**config.mk**
```make
export PLATFORM = sky130hd
export DESIGN_NAME = pram_boot_loader
export DESIGN_NICKNAME = d
export VERILOG_FILES = /design/src/rtl/pram_boot_loader.sv
export SDC_FILE = /design/constraint.sdc
export NUM_CORES = 1
export LEC_CHECK = 0
export ABC_AREA = 1
export BUFFER_PORTS_ARGS = -buffer_cell sky130_fd_sc_hd__buf_2
export CELL_PAD_IN_SITES_DETAIL_PLACEMENT = 0
export CELL_PAD_IN_SITES_GLOBAL_PLACEMENT = 1
export CORE_AREA = 4 4 114 116
export DETAILED_ROUTE_END_ITERATION = 10
export DIE_AREA = 0 0 118 120
export PLACE_DENSITY = 0.6
export SLEW_MARGIN = 20
export SYNTH_ARGS = -nofsm -noshare
export SYNTH_HDL_FRONTEND = slang
export SYNTH_SLANG_ARGS = --single-unit
```
**constraint.sdc**
```tcl
create_clock -name clk -period 2.3 [get_ports clk]
set_clock_uncertainty 0.2 [all_clocks]
set_input_delay 0.345 -clock clk [delete_from_list [all_inputs] [get_ports clk]]
set_output_delay 0.345 -clock clk [all_outputs]
set_load 0.005 [all_outputs]
```
**src/rtl/pram_boot_loader.sv**
```systemverilog
// Boot loader: streams header, 12-bit words and a checksum from a host byte
// link into the program RAM, holding the core in reset until the load is good.
// Ports: clk, rst (async, active-high); byte_data/byte_valid/byte_ready host
// stream; reboot restart request; pram_wr_addr/pram_din/pram_we RAM write
// port; core_hold, boot_done, boot_err status.
module pram_boot_loader #(
  parameter int ADDR_W = 11,
  parameter int DATA_W = 12
) (
  input  logic              clk,
  input  logic              rst,
  input  logic [7:0]        byte_data,
  input  logic              byte_valid,
  output logic              byte_ready,
  input  logic              reboot,
  output logic [ADDR_W-1:0] pram_wr_addr,
  output logic [DATA_W-1:0] pram_din,
  output logic              pram_we,
  output logic              core_hold,
  output logic              boot_done,
  output logic              boot_err
);

  typedef enum logic [2:0] {
    S_HDR_LO,
    S_HDR_HI,
    S_DATA_LO,
    S_DATA_HI,
    S_WRITE,
    S_CSUM,
    S_DONE,
    S_ERR
  } state_t;

  state_t state_q, state_d;
  logic [ADDR_W-1:0] len_q, len_d;
  logic [ADDR_W-1:0] addr_q, addr_d;
  logic [ADDR_W-1:0] wa_q, wa_d;
  logic [DATA_W-1:0] din_q, din_d;
  logic [7:0] lo_q, lo_d;
  logic [7:0] sum_q, sum_d;
  logic we_q, we_d;
  logic hold_q, hold_d;
  logic done_q, done_d;
  logic err_q, err_d;
  logic accepting;
  logic xfer;

  always_comb begin
    accepting = (state_q == S_HDR_LO) || (state_q == S_HDR_HI) ||
                (state_q == S_DATA_LO) || (state_q == S_DATA_HI) ||
                (state_q == S_CSUM);
    // A byte offered alongside reboot must not be consumed.
    byte_ready = accepting & ~reboot;
    xfer = byte_valid & byte_ready;
  end

  always_comb begin
    state_d = state_q;
    len_d   = len_q;
    addr_d  = addr_q;
    wa_d    = wa_q;
    din_d   = din_q;
    lo_d    = lo_q;
    sum_d   = sum_q;
    we_d    = 1'b0;
    hold_d  = hold_q;
    done_d  = done_q;
    err_d   = err_q;
    // The checksum byte itself is excluded from the running sum.
    if (xfer && state_q != S_CSUM) sum_d = sum_q + byte_data;
    unique case (state_q)
      S_HDR_LO: if (xfer) begin
        len_d   = {len_q[ADDR_W-1:8], byte_data};
        state_d = S_HDR_HI;
      end
      S_HDR_HI: if (xfer) begin
        len_d   = {byte_data[ADDR_W-9:0], len_q[7:0]};
        addr_d  = '0;
        state_d = S_DATA_LO;
      end
      S_DATA_LO: if (xfer) begin
        lo_d    = byte_data;
        state_d = S_DATA_HI;
      end
      S_DATA_HI: if (xfer) begin
        din_d   = {byte_data[DATA_W-9:0], lo_q};
        wa_d    = addr_q;
        we_d    = 1'b1;
        state_d = S_WRITE;
      end
      S_WRITE: begin
        if (addr_q == len_q) begin
          state_d = S_CSUM;
        end else begin
          addr_d  = addr_q + ADDR_W'(1);
          state_d = S_DATA_LO;
        end
      end
      S_CSUM: if (xfer) begin
        if (byte_data == sum_q) begin
          state_d = S_DONE;
          hold_d  = 1'b0;
          done_d  = 1'b1;
        end else begin
          state_d = S_ERR;
          err_d   = 1'b1;
        end
      end
      S_DONE: ;
      S_ERR: ;
      default: state_d = S_HDR_LO;
    endcase
    if (reboot) begin
      state_d = S_HDR_LO;
      len_d   = '0;
      addr_d  = '0;
      sum_d   = '0;
      we_d    = 1'b0;
      hold_d  = 1'b1;
      done_d  = 1'b0;
      err_d   = 1'b0;
    end
  end

  always_ff @(posedge clk or posedge rst) begin
    if (rst) begin
      state_q <= S_HDR_LO;
      len_q   <= '0;
      addr_q  <= '0;
      wa_q    <= '0;
      din_q   <= '0;
      lo_q    <= '0;
      sum_q   <= '0;
      we_q    <= 1'b0;
      hold_q  <= 1'b1;
      done_q  <= 1'b0;
      err_q   <= 1'b0;
    end else begin
      state_q <= state_d;
      len_q   <= len_d;
      addr_q  <= addr_d;
      wa_q    <= wa_d;
      din_q   <= din_d;
      lo_q    <= lo_d;
      sum_q   <= sum_d;
      we_q    <= we_d;
      hold_q  <= hold_d;
      done_q  <= done_d;
      err_q   <= err_d;
    end
  end

  assign pram_wr_addr = wa_q;
  assign pram_din     = din_q;
  assign pram_we      = we_q;
  assign core_hold    = hold_q;
  assign boot_done    = done_q;
  assign boot_err     = err_q;

endmodule

```
==> reports/qor.yml, run 1 <==
cells_and_area:
  syn_to_final_growth_pct: 21.4
  nets: 534
  final_common_cell: "nand2_1"
  utilization: 0.362
  multi_input_area_mm2: 0.00159
  antenna-diode-count: 0
  seq_area_mm2: 0.00170
  final_cell_mix: "nand2_1 (183), dfrtp_1 (67), inv_1 (46)"
  layout-drive-gt1-share: 0.164
  fill_cells: 1318
  stdcell_count: 664
sta:
  setup_viol: 0
  setup_tns_ns: 0
  drv_slew: 0
  timing.fmax_mhz: 508
  fin_crit_sh: 0.857
  finalHoldViolCount: 0
  fin_ws_ns: 0.330
  min_period_ns: 1.97
  rsz0062_at_grt: "no"
  fin_hold_ws_ns: 0.105
  max_slew_margin: 0.653
  worst_pin_slew_ns: 0.520
placement:
  dpl.cell_count: 648
  port_buffers: 39
  place.gp.congestion: 0.837
  hpwl_mm: 6.77
  dp_slack_ns: 0.331
critical_path:
  cp_slowest_cell: "dfrtp_1"
  critical_path.cell_chain: "inv_2 > nor2_2 > inv_2 > a21oi_4 > nand2_1 > clkinv_2 > nand2_4 > inv_2 > nand2_1 > nand2_1"
  start_kind: "flop"
  critPathKind: "reg2reg"
  critPathArrivalTime_ns: 2.00
  path_delay_family: "simple AND/OR/NAND/NOR gates"
  crit_fanout: 32
  cp.required_ns: 2.33
  slowest_delay_ns: 0.39
  cp_num_buf_inv: 4
  crit_path_end_kind: "flop"
drt:
  wl_per_cell_um: 13.8
  routed_wl_mm: 9.13
  vias: 3042
  ant_nets: 0
  drt_first_pass_iters: 4
  drc: 0
  vias_per_cell: 4.58
  drt_iter0_markers: 108
clock_tree:
  clk_latency_ns: 0.34
  cts.clk_slew.worst_paths_ns: 0.06
  clockBufferDepth: 2
  cts.sinks: 68
  numCtsBuffers: 9
  htree_levels: 3
  cts_tree: "yes"
  root_buffer: "clkbuf_16"
die:
  dieHeight_um: 120
  dieArea_mm2: 0.0142
  ios: 40
  die_w_um: 118
  rows: 40
  start_util: 0.298
  coreArea_mm2: 0.0119
pwr:
  p_leak_nw: 2.35
  peakVddDrop_mv: 0.256
  p_per_area_mw_per_mm2: 778
worst_hold_path:
  hold_path.class: "in2reg"
global_route:
  grt-ovfl-total: 0
  grt_pass1_wl_mm: 15.7
  antenna_found_initial: 0
  grt_pass1_vias: 3058
  grt.total_usage: 0.142
  grt_start_max_net_pins: 33
yosys:
  syn-num-nets: 481
  netlist.area_leader.share: 0.472
  synth.distinct_cells: 32
  yosys-top-cells-area: "dfrtp_1 (47%), nand2_1 (19%), inv_1 (5.0%)"
  netlist_area_mm2: 0.00355
  ys_seq_area_frac: 0.479
  syn_area_per_cell_um2: 7.72
  netlist_instances: 460
  ys_ff_latch: 68
  yosys.area.top_type: "dfrtp_1"
  yosysWarnings: 0
run_status:
  status: "complete, no violations"
job:
  cap_violations: 0
-- worst register-to-register path: cells and delay by family (launching register included) --
family / cells / cell delay [ns]
AO/OA/AOI/OAI: 1 / 0.07
flip-flops: 1 / 0.39
buffers and inverters: 4 / 0.56
AND/OR/NAND/NOR: 5 / 0.65
-- per-layer routing --
metal	GRT usage	share of wire	up-vias	wire, um
met5	0	0	-	0
met4	0.0484	0.015	0	134
met3	0.0382	0.030	10	274
met2	0.214	0.44	50	3990
met1	0.197	0.52	1420	4730
li1	-	-	1562	-
-- final timing paths --
kind	startpoint	to	slack (ns)	cells past startpoint
min in group asynchronous	rst	lo_q[6]$_DFFE_PP0P_	0.40	3
max reg2reg	state_q[0]$_DFFE_PP0P_	pram_wr_addr[2]$_DFFE_PP0P_	0.33	10
max	state_q[0]$_DFFE_PP0P_	pram_wr_addr[2]$_DFFE_PP0P_	0.33	10
min	byte_data[7]	lo_q[7]$_DFFE_PP0P_	0.11	3
max in group asynchronous	rst	addr_q[7]$_DFFE_PP0P_	0.96	4
min reg2reg	core_hold$_DFFE_PP1P_	core_hold$_DFFE_PP1P_	0.26	2
-- cells by family (layout without fill, tap and decap cells) --
family          after synthesis  in the layout  share of synthesized area
buf+inv                      63            120                     0.0743
fa+ha+maj                     9              9                     0.0338
compound gates               51             51                     0.0775
flops                        68             68                      0.479
xor+xnor                     11             11                     0.0271
simple gates                258            258                      0.308
-- Yosys cell counts --
| library cell | n |
|---|---|
| nand2_1 | 183 |
| dfrtp_1 | 67 |
| inv_1 | 47 |
| nor2_1 | 26 |
| nand3_1 | 24 |
| o21ai_1 | 21 |
| o21ai_0 | 18 |
| nand4_1 | 13 |
| a21oi_1 | 8 |
| ha_1 | 8 |
| buf_2 | 6 |
| xnor2_1 | 6 |
| xor2_1 | 5 |
| inv_2 | 4 |
| buf_4 | 3 |
| nand2_2 | 3 |
| nand3_2 | 2 |
| nor2_2 | 2 |
| a21oi_4 | 1 |
| a22o_1 | 1 |
| buf_6 | 1 |
| clkbuf_1 | 1 |
| clkinv_2 | 1 |
| dfstp_2 | 1 |
| fa_1 | 1 |
| nand2_4 | 1 |
| nand3_4 | 1 |
| nand3b_1 | 1 |
| nor3_1 | 1 |
| nor3_4 | 1 |
| o211ai_1 | 1 |
| o21a_1 | 1 |
-- sequential cells by signal, summed over array words and instances, names as in the netlist, 3 cells and up --
signal        flops
sum_q             8
addr_q           11
len_q            11
pram_din         12
lo_q              8
state_q           3
pram_wr_addr     11
-- layout make-up --
cell class | instances | area share
Tap cell | 147 | 0.0426
Inverter | 52 | 0.0455
Sequential cell | 68 | 0.395
Timing Repair Buffer | 53 | 0.0760
Multi-Input combinational cell | 329 | 0.368
Clock inverter | 6 | 0.0209
Clock buffer | 9 | 0.0522
-- metrics by stage --
stage	area [um2]	power (mW)
floorplan	3550	1.74
global placement	3990	1.90
detailed placement	3990	1.90
CTS	4310	3.41
global route	4310	3.55
finish	4310	3.36
-- power by group --
group / internal [mW] / switching (mW) / leakage, nW / total [mW]
Combinational: 0.184 / 0.300 / 1.27 / 0.484
Sequential: 1.32 / 0.0742 / 0.927 / 1.39
Clock: 0.944 / 0.539 / 0.151 / 1.48
Total: 2.44 / 0.914 / 2.35 / 3.36
-- timing repair --
action                                 CTS  global route
hold buffers                             1             0
endpoints found under the hold margin   17             0
buffers inserted                         0             0
setup endpoints to repair                0             0
gates resized for setup                  0             0
No activity file was read; power rests on OpenSTA's default activity.
==> run 2, diff against run 1 <==
- CORE_AREA: 4 4 114 116 -> 4 4 101 103
- DIE_AREA: 0 0 118 120 -> 0 0 105 107
- PLACE_DENSITY: 0.6 -> 0.74
==> reports/qor.yml, run 2 (same netlist as run 1, synthesis figures left out) <==
run_status:
  status: "complete, no violations"
global_route:
  grt-ovfl-total: 0
  grt_start_max_net_pins: 69
  grt_pass1_vias: 2860
  antenna_found_initial: 0
  grt_pass1_wl_mm: 14.1
  grt.total_usage: 0.157
cells_and_area:
  largest_reg_flops: 12
  syn_to_final_growth_pct: 15.0
  final_common_cell: "nand2_1"
  final_area_mm2: 0.00409
  layout-drive-gt1-share: 0.155
  nets: 527
  final_cell_mix: "nand2_1 (183), dfrtp_1 (67), inv_1 (46)"
  antenna-diode-count: 0
drt:
  vias: 2973
  ant_nets: 0
  drt_iter0_markers: 87
  wl_per_cell_um: 13.2
  drt_first_pass_iters: 4
  vias_per_cell: 4.78
  drc: 0
  routed_wl_mm: 8.23
die:
  coreArea_mm2: 0.00920
  start_util: 0.386
  die_w_um: 105
  dieArea_mm2: 0.0112
  ios: 40
  dieHeight_um: 107
  rows: 35
placement:
  hpwl_mm: 6.01
  port_buffers: 39
  place.gp.congestion: 0.844
  place_area_mm2: 0.00388
clock_tree:
  cts_resized: 0
  numCtsBuffers: 9
  clk_latency_ns: 0.35
  htree_levels: 3
  clockBufferDepth: 2
  cts_tree: "yes"
  cts.clk_slew.worst_paths_ns: 0.08
  root_buffer: "clkbuf_8"
  cts.sinks: 68
sta:
  setup_tns_ns: 0
  max_slew_margin: 0.735
  setup_viol: 0
  finalHoldViolCount: 0
  timing.fmax_mhz: 512
  drv_slew: 0
  min_period_ns: 1.95
  rsz0062_at_grt: "no"
  worst_pin_slew_ns: 0.397
  fin_crit_sh: 0.849
critical_path:
  cp.required_ns: 2.34
  start_kind: "flop"
  crit_fanout: 37
  critPathArrivalTime_ns: 2.00
  crit_path_end_kind: "flop"
  critPathKind: "reg2reg"
job:
  cap_violations: 0
worst_hold_path:
  hold_path.class: "in2reg"
pwr:
  p_per_area_mw_per_mm2: 701
  peakVddDrop_mv: 0.285
  p_leak_nw: 2.25
-- run 2: cell types whose count changed in the layout (fill, tap and decap cells not counted) --
cell        previous run  this run
inv_6                  0         2
buf_12                 2         1
clkbuf_16              9         0
clkinv_4               2         0
buf_4                 11         5
clkbuf_8               0         9
clkinvlp_4             1         3
bufinv_16              2         1
-- run 2: power breakdown --
group | internal, mW | switching (mW) | leakage (nW)
Combinational | 0.175 | 0.291 | 1.23
Sequential | 1.31 | 0.0702 | 0.927
Clock | 0.506 | 0.510 | 0.0923
-- run 2: per-stage QoR --
step | worst slack [ns] | std cells | hold WS (ns) | total power [mW] | utilization
after floorplan | 0.0451 | 460 | 0.242 | 1.74 | -
after global placement | 0.316 | 605 | 0.254 | 1.87 | 0.422
after detailed placement | 0.278 | 605 | 0.253 | 1.88 | 0.422
after CTS | 0.308 | 622 | 0.0636 | 2.91 | 0.444
after global routing | 0.125 | 622 | 0.0911 | 3.04 | 0.444
final | 0.347 | 622 | 0.0766 | 2.86 | 0.444
-- run 2: worst max-delay path: stages (launching register included) --
cell      delay [ns]
dfrtp_1         0.40
inv_2           0.13
nor2_2          0.06
inv_2           0.10
a21oi_4         0.06
nand2_1         0.10
clkinv_2        0.13
nand2_4         0.33
inv_2           0.18
nand2_1         0.11
nand2_1         0.05
-- run 2: repair_timing --
item / in CTS / in global routing
hold buffers: 1 / 0
setup buffers: 0 / 0
endpoints found under the hold margin: 67 / 0
-- run 2: cell type report --
class / count / area [um2]
Fill cell: 985 / 5110
Sequential cell: 68 / 1700
Multi-Input combinational cell: 329 / 1590
Timing Repair Buffer: 46 / 263
Inverter: 52 / 196
Tap cell: 111 / 139
Clock buffer: 9 / 124
Clock inverter: 7 / 75.1
-- run 2: final timing paths --
path / slack, ns / cells past startpoint / start / endpoint
min: 0.08 / 3 / byte_data[5] / lo_q[5]$_DFFE_PP0P_
min reg2reg: 0.28 / 2 / pram_din[0]$_DFFE_PP0P_ / pram_din[0]$_DFFE_PP0P_
max: 0.35 / 10 / state_q[0]$_DFFE_PP0P_ / pram_wr_addr[3]$_DFFE_PP0P_
max reg2reg: 0.35 / 10 / state_q[0]$_DFFE_PP0P_ / pram_wr_addr[3]$_DFFE_PP0P_
min in group asynchronous: 0.41 / 4 / rst / pram_we$_DFF_PP0_
max in group asynchronous: 1.15 / 4 / rst / core_hold$_DFFE_PP1P_
-- run 2: routing by layer --
layer  vias to the layer above  wire [um]  track usage
met5                         -          0            0
met3                        10        277       0.0301
met1                      1368       4090        0.209
li1                       1547          -            -
met2                        48       3730        0.254
met4                         0        138       0.0590
==> run 3, diff against run 2 <==
- ABC_AREA: 1 -> 0
- CORE_AREA: 4 4 101 103 -> 4 4 99 101
- DIE_AREA: 0 0 105 107 -> 0 0 103 105
- PLACE_DENSITY: 0.74 -> 0.69
- clock period: 2.3 -> 1.8 ns (I/O delays scaled with it)
==> reports/qor.yml, run 3 <==
die:
  dieHeight_um: 105
  die_w_um: 103
  ios: 40
  rows: 35
  start_util: 0.385
  dieArea_mm2: 0.0108
  coreArea_mm2: 0.00902
yosys:
  synth.distinct_cells: 52
  syn_area_per_cell_um2: 11.1
  yosys-top-cells-area: "dfrtp_1 (48%), mux2_2 (10%), nand2_1 (5.0%)"
  netlist.area_leader.share: 0.483
  ys_ff_latch: 68
  synth_ff_type: "dfrtp_1"
  syn-num-nets: 335
  synth_commonest_cells: "dfrtp_1 (67), nand2_1 (46), mux2_2 (32), a21oi_1 (15), o21ai_0 (15)"
  yosys.area.top_type: "dfrtp_1"
  synth.most_common_cell: "dfrtp_1"
  ys_seq_area_frac: 0.490
  yosysWarnings: 0
  netlist_instances: 314
  async_flop_share: 1.00
  netlist_area_mm2: 0.00347
  synth-edff-count: 0
sta:
  min_period_ns: 1.94
  drv_slew: 0
  rsz0062_at_grt: "yes"
  fin_ws_ns: -0.141
  timing.fmax_mhz: 515
  max_slew_margin: 0.691
  setup_viol: 19
  worst_pin_slew_ns: 0.464
  finalHoldViolCount: 0
  fin_crit_sh: 1.08
  setup_tns_ns: -0.876
drt:
  wl_per_cell_um: 16.5
  vias_per_cell: 5.19
  drt_first_pass_iters: 4
  routed_wl_mm: 9.08
  vias: 2849
  drc: 0
  ant_nets: 0
  drt_iter0_markers: 80
cells_and_area:
  final_common_cell: "buf_4"
  final_cell_mix: "buf_4 (64), dfrtp_1 (63), nand2_1 (43)"
  layout-drive-gt1-share: 0.534
  syn_to_final_growth_pct: 44.8
  antenna-diode-count: 0
  nets: 454
  largest_reg_flops: 12
  final_area_mm2: 0.00503
critical_path:
  slowest_delay_ns: 0.41
  cp_slowest_cell: "dfrtp_1"
  crit_fanout: 2
  reg2reg_slack_ns: -0.14
  crit_path_end_kind: "flop"
  crit_top_cell: "a21oi_2"
  start_kind: "flop"
  path_delay_family: "adder cells"
  cp.required_ns: 1.88
  critPathKind: "reg2reg"
  cp_num_buf_inv: 0
  critical_path.cell_chain: "ha_4 > fa_2 > a21o_1 > a21oi_2 > xnor2_1 > nand2_1 > a21oi_2"
  critPathArrivalTime_ns: 2.02
global_route:
  grt_pass1_wl_mm: 15.1
  grt_start_max_net_pins: 50
  grt.total_usage: 0.180
  grt_pass1_vias: 2981
  grt-ovfl-total: 0
  antenna_found_initial: 0
pwr:
  peakVddDrop_mv: 0.774
  p_per_area_mw_per_mm2: 861
  p_leak_nw: 2.30
worst_hold_path:
  hold_path.class: "in2reg"
clock_tree:
  clockBufferDepth: 2
  numCtsBuffers: 9
  cts_tree: "yes"
  cts.clk_slew.worst_paths_ns: 0.08
  clk_latency_ns: 0.35
  root_buffer: "clkbuf_8"
  htree_levels: 3
  cts.sinks: 68
run_status:
  violations: "negative setup slack"
  status: "finished with violations"
placement:
  hpwl_mm: 6.12
  place.gp.congestion: 0.865
  place_area_mm2: 0.00428
  port_buffers: 39
job:
  cap_violations: 0
run 3: worst min-delay path, cell delays in order:
cell and delay (ns):
buf_2 0.13, nand2_1 0.07, o21ai_1 0.05
run 3: report_power, final:
part / switching [mW] / internal (mW) / total (mW)
clock network: 0.639 / 0.789 / 1.43
logic: 0.498 / 0.563 / 1.06
registers: 0.113 / 1.73 / 1.84
total: 1.25 / 3.08 / 4.33
run 3: path summary, 6_finish.rpt:
path,start,endpoint,cells past startpoint
max in group asynchronous,rst,core_hold$_DFFE_PP1P_,4
hold / removal,byte_data[4],len_q[4]$_DFFE_PP0P_,3
min in group asynchronous,rst,state_q[0]$_DFFE_PP0P_,4
hold reg to reg,core_hold$_DFFE_PP1P_,core_hold$_DFFE_PP1P_,2
setup reg to reg,sum_q[0]$_DFFE_PP0P_,sum_q[4]$_DFFE_PP0P_,7
setup / recovery,sum_q[0]$_DFFE_PP0P_,sum_q[4]$_DFFE_PP0P_,7
run 3: logic make-up after synthesis:
kind of cell	after synthesis	share of synthesized area
buffers and inverters	25	0.0310
XOR/XNOR	16	0.0403
AO/OA/AOI/OAI	60	0.136
flip-flops	68	0.490
adder cells (fa/ha/maj)	9	0.0346
AND/OR/NAND/NOR	99	0.149
multiplexers	37	0.118
run 3: metrics by stage:
stage / hold WS [ns] / std cells / utilization / worst slack, ns / power (mW)
CTS: 0.00240 / 540 / 0.537 / -0.105 / 4.31
global route: 0.0192 / 549 / 0.558 / -0.224 / 4.57
floorplan: 0.186 / 314 / - / -0.0983 / 2.36
global placement: 0.167 / 515 / 0.474 / -0.192 / 2.69
finish: 0.00746 / 549 / 0.558 / -0.141 / 4.33
detailed placement: 0.172 / 515 / 0.474 / -0.212 / 2.71
run 3: repair_timing:
item                                   in CTS  in global routing
endpoints found under the hold margin      67                  0
setup endpoints to repair                  21                 61
hold buffers                                1                  0
resized for setup                          51                 36
pin swaps                                  26                 21
gates cloned                                0                  1
buffers inserted                            9                  8
run 3: routing by layer:
metal	up-vias	GRT usage	share of wire
li1	1360	-	-
met1	1404	0.238	0.43
met2	72	0.292	0.51
met3	13	0.0447	0.044
met4	0	0.0444	0.013
met5	-	0	0
run 3: final cells by class:
class / count / area (um2)
fill: 768 / 3990
multi-input combinational: 221 / 2010
sequential: 68 / 1710
timing repair buffer: 120 / 892
tap: 111 / 139
clock buffer: 9 / 124
clock inverter: 7 / 100
inverter: 13 / 55.1
